<file path="src/rtl/pipe_debug_ctrl.sv">
// pipe_debug_ctrl: loads a program byte-wise into instruction memory and gates
// the pipeline clock enable for run / single-step debugging until halt.
module pipe_debug_ctrl #(
  parameter int DATA_WIDTH = 32,
  parameter int IMEM_DEPTH = 256,
  parameter logic [DATA_WIDTH-1:0] HALT_WORD = 32'hFFFFFFFF
) (
  input  logic                  i_clock,
  input  logic                  i_reset,
  input  logic [7:0]            i_byte,
  input  logic                  i_byte_valid,
  output logic                  o_byte_ready,
  input  logic [1:0]            i_cmd,
  input  logic                  i_cmd_valid,
  input  logic                  i_halt_wb,
  output logic [DATA_WIDTH-1:0] o_instruccion,
  output logic [DATA_WIDTH-1:0] o_address,
  output logic                  o_loading,
  output logic                  o_instr_we,
  output logic                  o_pipe_enable,
  output logic [31:0]           o_cycle_count,
  output logic [2:0]            o_state,
  output logic                  o_done
);
  localparam int IW = IMEM_DEPTH > 1 ? $clog2(IMEM_DEPTH) : 1;
  typedef enum logic [2:0] {S_IDLE, S_LOAD, S_READY, S_RUN, S_STEP, S_DONE} state_t;
  state_t state;
  logic [IW-1:0] word_idx;
  logic [1:0] byte_cnt;
  logic [DATA_WIDTH-9:0] word_buf;
  logic [DATA_WIDTH-1:0] assembled;
  logic abort, cmd_run, cmd_step, accept;
  assign cmd_run  = i_cmd_valid && i_cmd == 2'b01;
  assign cmd_step = i_cmd_valid && i_cmd == 2'b10;
  // ABORT is a no-op in IDLE, so it only suppresses bytes once loading has begun
  assign abort = i_cmd_valid && i_cmd == 2'b11 && state != S_IDLE;
  assign o_byte_ready = (state == S_IDLE || state == S_LOAD) && !o_instr_we && !abort;
  assign accept = i_byte_valid && o_byte_ready;
  assign assembled = {word_buf, i_byte};
  assign o_loading = state == S_LOAD;
  assign o_done = state == S_DONE;
  assign o_state = state;
  always_ff @(posedge i_clock or negedge i_reset) begin
    if (!i_reset) begin
      state <= S_IDLE;
      word_idx <= '0;
      byte_cnt <= '0;
      word_buf <= '0;
      o_instruccion <= '0;
      o_address <= '0;
      o_instr_we <= 1'b0;
      o_pipe_enable <= 1'b0;
      o_cycle_count <= '0;
    end else begin
      o_instr_we <= 1'b0;
      if (abort) begin
        state <= S_IDLE;
        word_idx <= '0;
        byte_cnt <= '0;
        word_buf <= '0;
        o_pipe_enable <= 1'b0;
        o_cycle_count <= '0;
      end else begin
        if (o_pipe_enable && o_cycle_count != '1)
          o_cycle_count <= o_cycle_count + 32'd1;
        if (accept) begin
          word_buf <= assembled[DATA_WIDTH-9:0];
          byte_cnt <= byte_cnt + 2'd1;
          if (state == S_IDLE)
            state <= S_LOAD;
          if (byte_cnt == 2'd3) begin
            o_instr_we <= 1'b1;
            o_instruccion <= assembled;
            o_address <= DATA_WIDTH'(word_idx) << 2;
          end
        end
        // the write cycle decides whether loading is complete
        if (o_instr_we) begin
          word_idx <= word_idx + IW'(1);
          if (o_instruccion == HALT_WORD || word_idx == IW'(IMEM_DEPTH - 1))
            state <= S_READY;
        end
        case (state)
          S_READY: begin
            state <= cmd_run ? S_RUN : cmd_step ? S_STEP : S_READY;
            o_pipe_enable <= cmd_run || cmd_step;
          end
          S_RUN: begin
            state <= i_halt_wb && o_pipe_enable ? S_DONE : cmd_step ? S_STEP : S_RUN;
            o_pipe_enable <= !(i_halt_wb && o_pipe_enable) && !cmd_step;
          end
          S_STEP: begin
            state <= i_halt_wb && o_pipe_enable ? S_DONE : cmd_run ? S_RUN : S_STEP;
            o_pipe_enable <= !(i_halt_wb && o_pipe_enable) && (cmd_run || cmd_step);
          end
          default: o_pipe_enable <= 1'b0;
        endcase
      end
    end
  end
endmodule

</file>
<file path="config.mk">
export PLATFORM = sky130hd
export DESIGN_NAME = pipe_debug_ctrl
export DESIGN_NICKNAME = d
export VERILOG_FILES = /design/src/rtl/pipe_debug_ctrl.sv
export SDC_FILE = /design/constraint.sdc
export NUM_CORES = 1
export LEC_CHECK = 0
export BUFFER_PORTS_ARGS = -buffer_cell sky130_fd_sc_hd__buf_2
export CAP_MARGIN = 30
export CORE_MARGIN = 2
export CORE_UTILIZATION = 51
export CTS_BUF_LIST = sky130_fd_sc_hd__clkbuf_8
export DETAILED_ROUTE_END_ITERATION = 10
export PLACE_DENSITY = 0.79
export SLEW_MARGIN = 15
export SYNTH_ARGS = -nofsm -noshare
export SYNTH_HDL_FRONTEND = slang
export SYNTH_SLANG_ARGS = --single-unit
export TNS_END_PERCENT = 100
</file>
<file path="constraint.sdc">
create_clock -name i_clock -period 2.01 [get_ports i_clock]
set_input_delay 0.3015 -clock i_clock [delete_from_list [all_inputs] [get_ports i_clock]]
set_output_delay 0.3015 -clock i_clock [all_outputs]
set_load 0.005 [all_outputs]
</file>
==> Word-level counts from Yosys, hierarchy flattened <==
Index checks and enable logic that the tools add are counted.
{ "classes": {"n_addsub": 3, "eq_ne": 12, "muxes": 25, "bitwise_logic": 1, "n_reduce_logical": 24} }
{ "op_table": {"columns": ["op", "n"], "rows": [
  ["$mux W32", 2],
  ["$mux W24", 2],
  ["$mux W3", 11],
  ["$add A32 B1 Y32 const B", 1],
  ["$eq A32 B32 Y1 const B", 1],
  ["$ne A32 B32 Y1 const B", 1],
  ["$mux W8", 2],
  ["$logic_and A1 B1 Y1", 11],
  ["$pmux W3 S3", 1],
  ["$add A8 B1 Y8 const B", 1],
  ["$eq A8 B8 Y1 const B", 1],
  ["$eq A2 B2 Y1 const B", 3],
  ["$eq A3 B2 Y1 const B", 2],
  ["$eq A3 B3 Y1 const B", 2],
  ["$reduce_bool A2 Y1", 3],
  ["$logic_not A1 Y1", 4],
  ["$mux W1", 4],
  ["$mux W2", 2],
  ["$eq A3 B1 Y1 const B", 1],
  ["$logic_not A3 Y1", 1],
  ["$logic_or A1 B1 Y1", 3],
  ["$pmux W1 S3", 1],
  ["$reduce_and A3 Y1", 1],
  ["$reduce_bool A3 Y1", 1],
  ["other kinds (3)", 3]
]} }
{ "totals": {"regBits": 111, "output_inout_bits": 104} }

==> Logic depth before layout (Yosys ltp) <==
Gate-level depths: netlist (run 1).
{ "logic_depth": {"ltp_word": 11, "depth_mapped": 8} }

==> Least setup slack after synthesis (run 1) <==
No wires, ideal clock.
{ "synth_timing": {"kind": "reg-to-reg", "startpoint": "register state[1] (netlist: o_state[1])", "endpoint": "register o_instruccion[19]", "arrival_time_ns": 2.022, "t_required_ns": 1.885, "setup_slack_ns": -0.137, "path_stages_with_launch": 9, "path_buffers": 3, "cell_sequence": "dfrtp_1 -> clkbuf_1 -> nor3_1 -> nand2b_1 -> and3_1 -> buf_2 -> nand2_1 -> buf_1 -> mux2_2"} }
{ "synth_via": {"elab_chain_len": 6} }
{ "synth_rtl": {"columns": ["element", "line", "text"], "rows": [
  ["start, declared", "27", "state_t state;"],
  ["start signal, assigned", "85", "state <= cmd_run ? S_RUN : cmd_step ? S_STEP : S_READY;"],
  ["start signal, assigned", "89", "state <= i_halt_wb && o_pipe_enable ? S_DONE : cmd_step ? S_STEP : S_RUN;"],
  ["start signal, assigned", "93", "state <= i_halt_wb && o_pipe_enable ? S_DONE : cmd_run ? S_RUN : S_STEP;"],
  ["$eq A3 B1 Y1, or another cell as far along", "37", "assign o_byte_ready = (state == S_IDLE || state == S_LOAD) && !o_instr_we && !abort;"],
  ["$logic_or A1 B1 Y1 or $logic_and A1 B1 Y1 (tied branches)", "37, 36", null],
  ["$logic_and A1 B1 Y1 or $logic_not A1 Y1 (tied branches)", "37", null],
  ["$logic_and A1 B1 Y1", "37", null],
  ["$logic_and A1 B1 Y1", "38", "assign accept = i_byte_valid && o_byte_ready;"],
  ["$reduce_and A3 Y1 (no line) (*)", null, null],
  ["end signal, assigned", "73", "o_instruccion <= assembled;"],
  ["end, declared", "16", "output logic [DATA_WIDTH-1:0] o_instruccion,"]
]} }
Every way passes the cells marked *; elsewhere a longest branch is shown, timed or not.
A chain may end at the register's enable or synchronous reset.

==> Final worst setup path (run 1) <==
{ "layout_timing": {"startpoint": "register o_cycle_count[9]", "endpoint": "register o_cycle_count[21]"} }
{ "layout_via": {"elab_chain_len": 3} }
{ "layout_rtl": {"columns": ["element", "line", "text"], "rows": [
  ["start, declared", "21", "output logic [31:0] o_cycle_count,"],
  ["start signal, assigned", "65", "o_cycle_count <= o_cycle_count + 32'd1;"],
  ["$add A32 B1 Y32 or $ne A32 B32 Y1 (tied branches)", "65, 64", null],
  ["$mux W32 or $logic_and A1 B1 Y1 (tied branches)", "64", "if (o_pipe_enable && o_cycle_count != '1)"],
  ["$mux W32 or $reduce_bool A2 Y1 (tied branches)", null, null]
]} }
Several ways; a longest one is shown, not always the timed one. The select of a mux whose other input is x is not followed.

==> results_dict.tcl, run 1 <==
set metrics [dict create \
    cp.required_ns 2.32 \
    post-synth-top-area-fraction_pct 52.3 \
    grt_pass1_wl_um 20100 \
    post-synth-top-count-cell "dfrtp_1" \
    synth_ff_type "dfrtp_1" \
    drt-pass1-iter-count 5 \
    start_kind "flip-flop" \
    synth_area_um2 5320 \
    finClkSkew_ns 0.0124 \
    synth_cells 529 \
    drc 0 \
    numCtsBuffers 9 \
    cts_root_buf "clkbuf_8" \
    leakage_nw 3.22 \
    synth_common_cells "111 x dfrtp_1, 82 x nand2_1, 40 x o21ai_0" \
    wl_um 12600 \
    placed_cells 785 \
    r2r_setup_slack_ns -0.05 \
    fmax_mhz 485 \
    areaGrowthSynthToFinish_pct 23.7 \
    cts_tree "done" \
    slew_viol_final 0 \
    numPortBuffers 94 \
    reg2reg_depth 5 \
    synth.area.top_cells "dfrtp_1 52%, mux2_2 7.8%, nand2_1 5.8%, o21ai_0 3.8%, buf_4 3.4%" \
    synth.avg_cell_area_um2 10.0 \
    synth_warnings 0 \
    final_util_pct 64.3 \
    startpoint "o_cycle_count[9]" \
    rows 37 \
    rsz0062_at_grt "yes" \
    r2r-start "o_cycle_count[9]" \
    drtIter0Drc 264 \
    finalCritPeriodShare_pct 103 \
    fin_cells 810 \
    finalSetupViolCount 2 \
    synthArstFlopShare_pct 100 \
    ios 119 \
    start_util_pct 52.0 \
    status "complete, but fails checks" \
    yosys_register_bits 111 \
    fin_crit_ns 2.06 \
    insertedDiodeCount 0 \
    fp.dieH_um 106 \
    path_clk_slew_ns 0.11 \
    layout_setup_ws_ns -0.0507 \
    nets 687 \
    path_class "flip-flop to flip-flop" \
    wl_per_cell_um 15.6 \
    max_cap_viol_count 0 \
    regToRegEndpoint "o_cycle_count[21]" \
    synth_seq_area_share_pct 52.3 \
    worst_setup_path_end_kind "flip-flop" \
    synth_top_area_cell "dfrtp_1" \
    grt-ovfl-total 0 \
    grt_max_degree 54 \
    drive_gt1_share_pct 34.3 \
    gp_congestion 0.866 \
    vias_per_cell 5.57 \
    critPathMaxFanout 3 \
    clock_path_buffers 2 \
    finalHoldViolCount 0 \
    die-area_um2 11300 \
    grt_pass1_vias 4152 \
    power.density_nw_per_um2 967 \
    synth.distinct_cells 50 \
    worstSetupEndpoint "o_cycle_count[21]" \
    ir_drop_v 0.000695 \
    post-dp-hpwl_um 8770 \
    antenna_found_initial 0 \
    ant_nets 0 \
    cp.arrival_ns 2.37 \
    core-area_um2 10200 \
    clock_latency_ns 0.37 \
    synth_edf_count 0 \
    die_w_um 106 \
    cts_sinks 111 \
    vias 4512 \
    hold_path.class "input pin to flip-flop" \
    h-tree-depth 3 \
    violations "negative setup slack" \
    fin_hold_ws_ns 0.152 \
    track_usage_pct 22.1 \
]
==> critical path, stage by stage, from the launching register on <==
cell and delay [ns]:
dfrtp_1 0.39, nand3_2 0.09, or4_4 0.55, or4_4 0.49
or4_1 0.41, nand2_1 0.08
==> kinds of logic after synthesis <==
kind of cell | Yosys count | share of synthesized area, %
AO/OA/AOI/OAI | 95 | 10.7
buffers and inverters | 57 | 5.81
adder cells (fa/ha/maj) | 3 | 0.706
XOR/XNOR | 12 | 1.98
other | 1 | 0.0706
multiplexers | 42 | 8.85
AND/OR/NAND/NOR | 208 | 19.7
flip-flops | 111 | 52.3
==> cells in the final DEF, fill, tap and decap left out, types with 10 or more instances in the layout <==
cell	n
nand2_1	82
or3_1	14
o21ai_0	40
buf_4	59
nand4_1	20
nand3_1	18
dfrtp_1	109
nor2_1	24
or4_1	10
mux2_2	37
conb_1	24
clkbuf_8	11
buf_2	93
a21oi_1	24
==> how the worst min path moves through the flow <==
stage                        to  slack, ns  cells after the start       from
6_report            word_buf[1]       0.15                      3  i_byte[1]
2_1_floorplan       byte_cnt[0]      0.006                      0    i_reset
3_5_place_dp       o_address[2]       0.25                      1    i_reset
5_1_grt        o_instruccion[0]       0.15                      2  i_byte[0]
3_3_place_gp       o_address[2]       0.25                      1    i_reset
4_1_cts        o_instruccion[2]       0.14                      2  i_byte[2]
==> per-stage QoR <==
step                      area [um2]  total power [mW]  worst slack [ns]  setup TNS (ns)
after floorplan                 5410              4.21           -0.0798         -0.0798
after global placement          6210              4.95           -0.0363         -0.0363
after detailed placement        6210              5.06            -0.120          -0.177
after CTS                       6460              6.39           -0.0531         -0.0531
after global routing            6580              6.76           -0.0966          -0.341
final                           6580              6.36           -0.0507         -0.0674
==> sequential cells by signal, indices dropped and copies added (netlist names) <==
signal	cells
o_address	8
o_instr_we	1
byte_cnt	2
o_pipe_enable	1
word_idx	8
word_buf	24
o_cycle_count	32
o_instruccion	32
o_state	3
==> layer usage <==
metal	vias up	wire, um	share of wire [%]	GRT usage, %
met1	2209	5340	42	30.5
met4	0	212	1.7	6.95
met3	19	815	6.5	4.23
met5	-	0	0	0
li1	2130	-	-	-
met2	154	6250	50	35.7
==> where the power goes <==
group / leakage [nW] / internal [mW] / total (mW) / switching (mW)
sequential: 1.46 / 2.85 / 3.30 / 0.450
clock: 0.0969 / 0.543 / 1.32 / 0.776
combinational: 1.67 / 0.920 / 1.74 / 0.822
total: 3.22 / 4.31 / 6.36 / 2.05
==> final cells by class <==
cell class	count	area, um2
inverter	6	22.5
multi-input combinational	384	2400
clock buffer	11	151
timing repair buffer	157	998
tap	136	170
fill	814	3650
clock inverter	5	51.3
sequential	111	2780
==> timing repair <==
action,in CTS,in global routing
setup endpoints to repair,8,16
buffers inserted,1,7
endpoints found under the hold margin,24,0
hold buffers,1,0
pin swaps,2,8
gates resized for setup,8,12
Power figures use the tool's default switching activity.
==> run 2: changes to the inputs <==
--- a/config.mk
+++ b/config.mk
@@ -5,12 +5,12 @@
 export SDC_FILE = /design/constraint.sdc
 export NUM_CORES = 1
 export LEC_CHECK = 0
-export BUFFER_PORTS_ARGS = -buffer_cell sky130_fd_sc_hd__buf_2
 export CAP_MARGIN = 30
 export CORE_MARGIN = 2
-export CORE_UTILIZATION = 51
+export CORE_UTILIZATION = 60
 export CTS_BUF_LIST = sky130_fd_sc_hd__clkbuf_8
 export DETAILED_ROUTE_END_ITERATION = 10
+export DONT_BUFFER_PORTS = 1
 export PLACE_DENSITY = 0.79
 export SLEW_MARGIN = 15
 export SYNTH_ARGS = -nofsm -noshare
==> results_dict.tcl, run 2 (synthesis gave the netlist of run 1 again) <==
set metrics [dict create \
    relSlewSlack_pct 63.8 \
    grt-ovfl-total 0 \
    worst_slew_pin_slew_ns 0.543 \
    status "complete, but fails checks" \
    worst_setup_path_end_kind "flip-flop" \
    cp_top_family "compound AO/OA/AOI/OAI gates" \
    fin_hold_ws_ns -0.404 \
    violations "negative hold slack, negative setup slack" \
    track_usage_pct 25.6 \
    slowest_stage "dfrtp_1" \
    nets 594 \
    layout_setup_ws_ns -0.0487 \
    cts_root_buf "clkbuf_8" \
    antenna_found_initial 0 \
    fp.dieH_um 98.1 \
    final_util_pct 70.7 \
    numPortBuffers 0 \
    r2r_setup_slack_ns -0.05 \
    rows 34 \
    ios 119 \
    gp_congestion 0.865 \
    clock_latency_ns 0.38 \
    cts_tree "done" \
    numCtsBuffers 9 \
    start_util_pct 61.5 \
    cp.required_ns 2.28 \
    drt-pass1-iter-count 5 \
    drc 0 \
    grt_pass1_wl_um 19900 \
    die-area_um2 9630 \
    final_cell_mix "109 x dfrtp_1, 81 x nand2_1, 57 x buf_4" \
    regToRegEndpoint "o_cycle_count[16]" \
    vias 4237 \
    clock_path_buffers 2 \
    insertedDiodeCount 0 \
    post-dp-hpwl_um 8520 \
    die_w_um 98.1 \
    reg.largest.list "o_cycle_count: 32 flops, o_instruccion: 32 flops, word_buf: 24 flops" \
    ir_drop_v 0.000655 \
    max_stage_delay_ns 0.43 \
    wl_um 12700 \
    path_class "flip-flop to flip-flop" \
    grt_pass1_vias 3988 \
    leakage_nw 2.78 \
    fin_crit_ns 2.06 \
    areaGrowthSynthToFinish_pct 14.9 \
    fmax_mhz 486 \
    hold_path.class "input pin to asynchronous set/reset pin" \
    critPathMaxFanout 5 \
    vias_per_cell 6.15 \
    rsz0062_at_grt "yes" \
    power.density_nw_per_um2 974 \
    cts_sinks 111 \
    core-area_um2 8640 \
    crit_path_cell_trace "ha_2, buf_6, and4_1, nand4_1, a311oi_2, buf_4, a31oi_4, a41o_1" \
    path_clk_slew_ns 0.12 \
    drtIter0Drc 284 \
    cp.arrival_ns 2.33 \
    ant_nets 0 \
    finClkSkew_ns 0.0136 \
    dp_worst_setup_slack_ns -0.0558 \
    r2r-start "o_cycle_count[1]" \
    start_kind "flip-flop" \
    finalHoldViolCount 111 \
    cp.buffers_inverters 2 \
    h-tree-depth 3 \
    finalSetupViolCount 2 \
    max_cap_viol_count 0 \
    drive_gt1_share_pct 25.0 \
    final_common_cell "dfrtp_1" \
    slew_viol_final 0 \
    finalCritPeriodShare_pct 102 \
    grt_max_degree 112 \
    wl_per_cell_um 18.4 \
    reg2reg_depth 8 \
]
## run 2: cell types whose count changed in the layout (fill, tap and decap cells not counted), sizes merged
cell,before,now
clkinvlp,2,1
clkbuf,11,10
dlygate4sd3,1,0
clkinv,1,2
buf,156,63
inv,8,10
## run 2: report_power, final
group | internal, mW | switching [mW]
Clock | 0.490 | 0.830
Sequential | 2.84 | 0.575
Combinational | 0.641 | 0.566
## run 2: layout make-up
| type | count | area (um2) |
|---|---|---|
| inverters | 6 | 22.5 |
| well taps | 108 | 135 |
| flip-flops and latches | 111 | 2780 |
| multi-input cells | 384 | 2430 |
| repair buffers | 64 | 547 |
| fillers | 646 | 2530 |
| clock inverters | 7 | 72.6 |
| clock buffers | 9 | 124 |
## run 2: worst register-to-register path: cells and delay by family (launching register included)
family / cells / cell delay, ns
adders and majority gates: 1 / 0.22
and+or+nand+nor: 2 / 0.35
buffers and inverters: 2 / 0.30
AOI/OAI and AO/OA: 3 / 0.63
DFF: 1 / 0.43
## run 2: stage by stage
stage	hold WS, ns	TNS [ns]	instance area, um2	cells	power [mW]
after floorplan	0.00591	-0.0798	5410	552	4.21
after CTS	-0.411	-0.0401	5950	684	5.96
after detailed placement	0.0100	-0.0625	5710	666	4.66
after global routing	-0.427	-0.492	6110	689	6.29
after global placement	0.00995	-0.0348	5710	666	4.55
final	-0.404	-0.0947	6110	689	5.95
## run 2: worst max path at each step
stage	start	to	slack (ns)	depth (start not counted)
global route	o_cycle_count[9]	o_cycle_count[21]	-0.13	5
global placement	o_cycle_count[15]	o_cycle_count[21]	-0.03	5
CTS	o_cycle_count[14]	o_cycle_count[21]	-0.04	5
detailed placement	o_cycle_count[17]	o_cycle_count[21]	-0.06	5
finish	o_cycle_count[1]	o_cycle_count[16]	-0.05	8
floorplan	o_cycle_count[14]	o_cycle_count[21]	-0.08	5
## run 2: timing repair
| action | 4_1_cts | 5_1_grt |
|---|---|---|
| endpoints found under the hold margin | 111 | 111 |
| setup buffers | 2 | 4 |
| cloned | 0 | 1 |
| pin swaps | 2 | 7 |
| resized for setup | 7 | 24 |
| setup endpoints to repair | 3 | 26 |
## run 2: routing by layer
metal / up-vias / GRT usage [%] / wire length [um]
met3: 17 / 6.66 / 1000
met4: 0 / 7.37 / 191
met1: 2108 / 33.4 / 5140
li1: 1947 / - / -
met5: - / 0 / 0
met2: 165 / 42.4 / 6380
==> run 3: changes to the inputs <==
--- a/config.mk
+++ b/config.mk
@@ -7,13 +7,12 @@
 export LEC_CHECK = 0
 export CAP_MARGIN = 30
 export CORE_MARGIN = 2
-export CORE_UTILIZATION = 60
-export CTS_BUF_LIST = sky130_fd_sc_hd__clkbuf_8
+export CORE_UTILIZATION = 57
 export DETAILED_ROUTE_END_ITERATION = 10
 export DONT_BUFFER_PORTS = 1
-export PLACE_DENSITY = 0.79
+export PLACE_DENSITY = 0.75
 export SLEW_MARGIN = 15
 export SYNTH_ARGS = -nofsm -noshare
 export SYNTH_HDL_FRONTEND = slang
 export SYNTH_SLANG_ARGS = --single-unit
-export TNS_END_PERCENT = 100
+export TNS_END_PERCENT = 5
==> results_dict.tcl, run 3 (synthesis gave the netlist of run 1 again) <==
set metrics [dict create \
    fmax_mhz 471 \
    grt-ovfl-total 0 \
    rows 35 \
    layout_setup_ws_ns -0.114 \
    cts_tree "done" \
    slowest_stage "or4_4" \
    grt_pass1_vias 3937 \
    path_class "flip-flop to flip-flop" \
    cp.buffers_inverters 0 \
    max_cap_viol_count 0 \
    worst_slew_pin_slew_ns 0.598 \
    hold_path.class "input pin to asynchronous set/reset pin" \
    path_clk_slew_ns 0.11 \
    vias 4199 \
    rsz0062_at_grt "yes" \
    numPortBuffers 0 \
    finalSetupViolCount 3 \
    crit_top_cell "or4_4" \
    cp.required_ns 2.33 \
    numCtsBuffers 9 \
    fin_tns_setup_ns -0.279 \
    wl_per_cell_um 17.7 \
    nFillCells 706 \
    final_common_cell "dfrtp_1" \
    post-dp-hpwl_um 8380 \
    crit_path_cell_trace "nand4_1, or4_4, or4_4, or4_4, nand2_2" \
    max_stage_delay_ns 0.60 \
    wl_um 12300 \
    grt_max_degree 112 \
    violations "negative hold slack, negative setup slack" \
    relSlewSlack_pct 60.1 \
    drt-pass1-iter-count 4 \
    clock_latency_ns 0.38 \
    finClkSkew_ns 0.0159 \
    final_cell_mix "111 x dfrtp_1, 81 x nand2_1, 62 x buf_4" \
    drc 0 \
    ios 119 \
    finalCritPeriodShare_pct 106 \
    antenna_found_initial 0 \
    worst_setup_path_end_kind "flip-flop" \
    drtIter0Drc 178 \
    core-area_um2 9150 \
    die-area_um2 10100 \
    die_w_um 101 \
    cts_root_buf "clkbuf_8" \
    fp.dieH_um 101 \
    status "complete, but fails checks" \
    seqCellArea_um2 2780 \
    cp.depth 5 \
    multi_input_area_um2 2410 \
    clock_path_buffers 2 \
    h-tree-depth 3 \
    power.density_nw_per_um2 971 \
    start_util_pct 58.1 \
    reg2reg_depth 5 \
    gp_congestion 0.889 \
    nets 597 \
    start_kind "flip-flop" \
    fin_hold_ws_ns -0.395 \
    slew_viol_final 0 \
    fin_crit_ns 2.12 \
    critPathMaxFanout 3 \
    insertedDiodeCount 0 \
    grt_pass1_wl_um 19600 \
    cp.arrival_ns 2.45 \
    cts_sinks 111 \
    reg.largest.list "o_cycle_count: 32 flops, o_instruccion: 32 flops, word_buf: 24 flops" \
    finalHoldViolCount 111 \
    ant_nets 0 \
    track_usage_pct 24.4 \
    drive_gt1_share_pct 25.3 \
    ir_drop_v 0.000606 \
    vias_per_cell 6.04 \
    leakage_nw 2.81 \
    cp_top_family "simple AND/OR/NAND/NOR gates" \
    areaGrowthSynthToFinish_pct 14.8 \
]
[run 3: cell count changes in the layout (fill, tap and decap cells not counted), moves of 3 or more]
cell     before  now
or4_4         2    5
or4_1        10    7
a21oi_2       1    5
a21oi_1      24   20
buf_4        57   62
[run 3: what timing repair did]
item                       in CTS  in global routing
pin swaps                       5                 12
setup endpoints to repair       5                 25
gates cloned                    0                  0
buffers inserted                2                  3
hold endpoints to repair      111                111
resized for setup               8                 20
[run 3: per-layer routing]
metal  GRT usage (%)  up-vias  wire length [um]
met4            8.75        0               260
met5               0        -                 0
met1            30.6     2071              4880
met3            7.35       21               996
li1                -     1958                 -
met2            40.4      149              6190
[run 3: power by group]
group	internal, mW	total [mW]	leakage, nW	switching (mW)
Combinational	0.631	1.19	1.24	0.561
Clock	0.490	1.32	0.102	0.825
Sequential	2.84	3.42	1.46	0.572
[run 3: worst paths after layout]
check	startpoint	endpoint	slack, ns
min in group i_clock	i_byte[4]	word_buf[4]	0.03
hold / removal	i_reset	o_cycle_count[30]	-0.40
setup reg to reg	o_cycle_count[17]	o_cycle_count[21]	-0.11
hold reg to reg	word_buf[8]	word_buf[16]	0.52
setup / recovery	o_cycle_count[17]	o_cycle_count[21]	-0.11
max in group asynchronous	i_reset	o_instruccion[9]	2.26
[run 3: cell type report]
cell class | count | share of cell area, %
Tap cell | 111 | 2.28
Timing Repair Buffer | 67 | 8.98
Sequential cell | 111 | 45.5
Clock inverter | 7 | 1.23
Multi-Input combinational cell | 384 | 39.6
Clock buffer | 9 | 2.03
Inverter | 6 | 0.369
[run 3: stage by stage]
stage	utilization, %	worst slack [ns]	area [um2]	cells	total power, mW
2_1_floorplan	-	-0.100	5400	552	4.21
3_3_place_gp	62.8	-0.0359	5750	674	4.55
3_5_place_dp	62.8	-0.0733	5750	674	4.65
4_1_cts	65.5	-0.0422	5990	692	5.96
5_1_grt	66.7	-0.185	6100	695	6.28
6_report	66.7	-0.114	6100	695	5.92
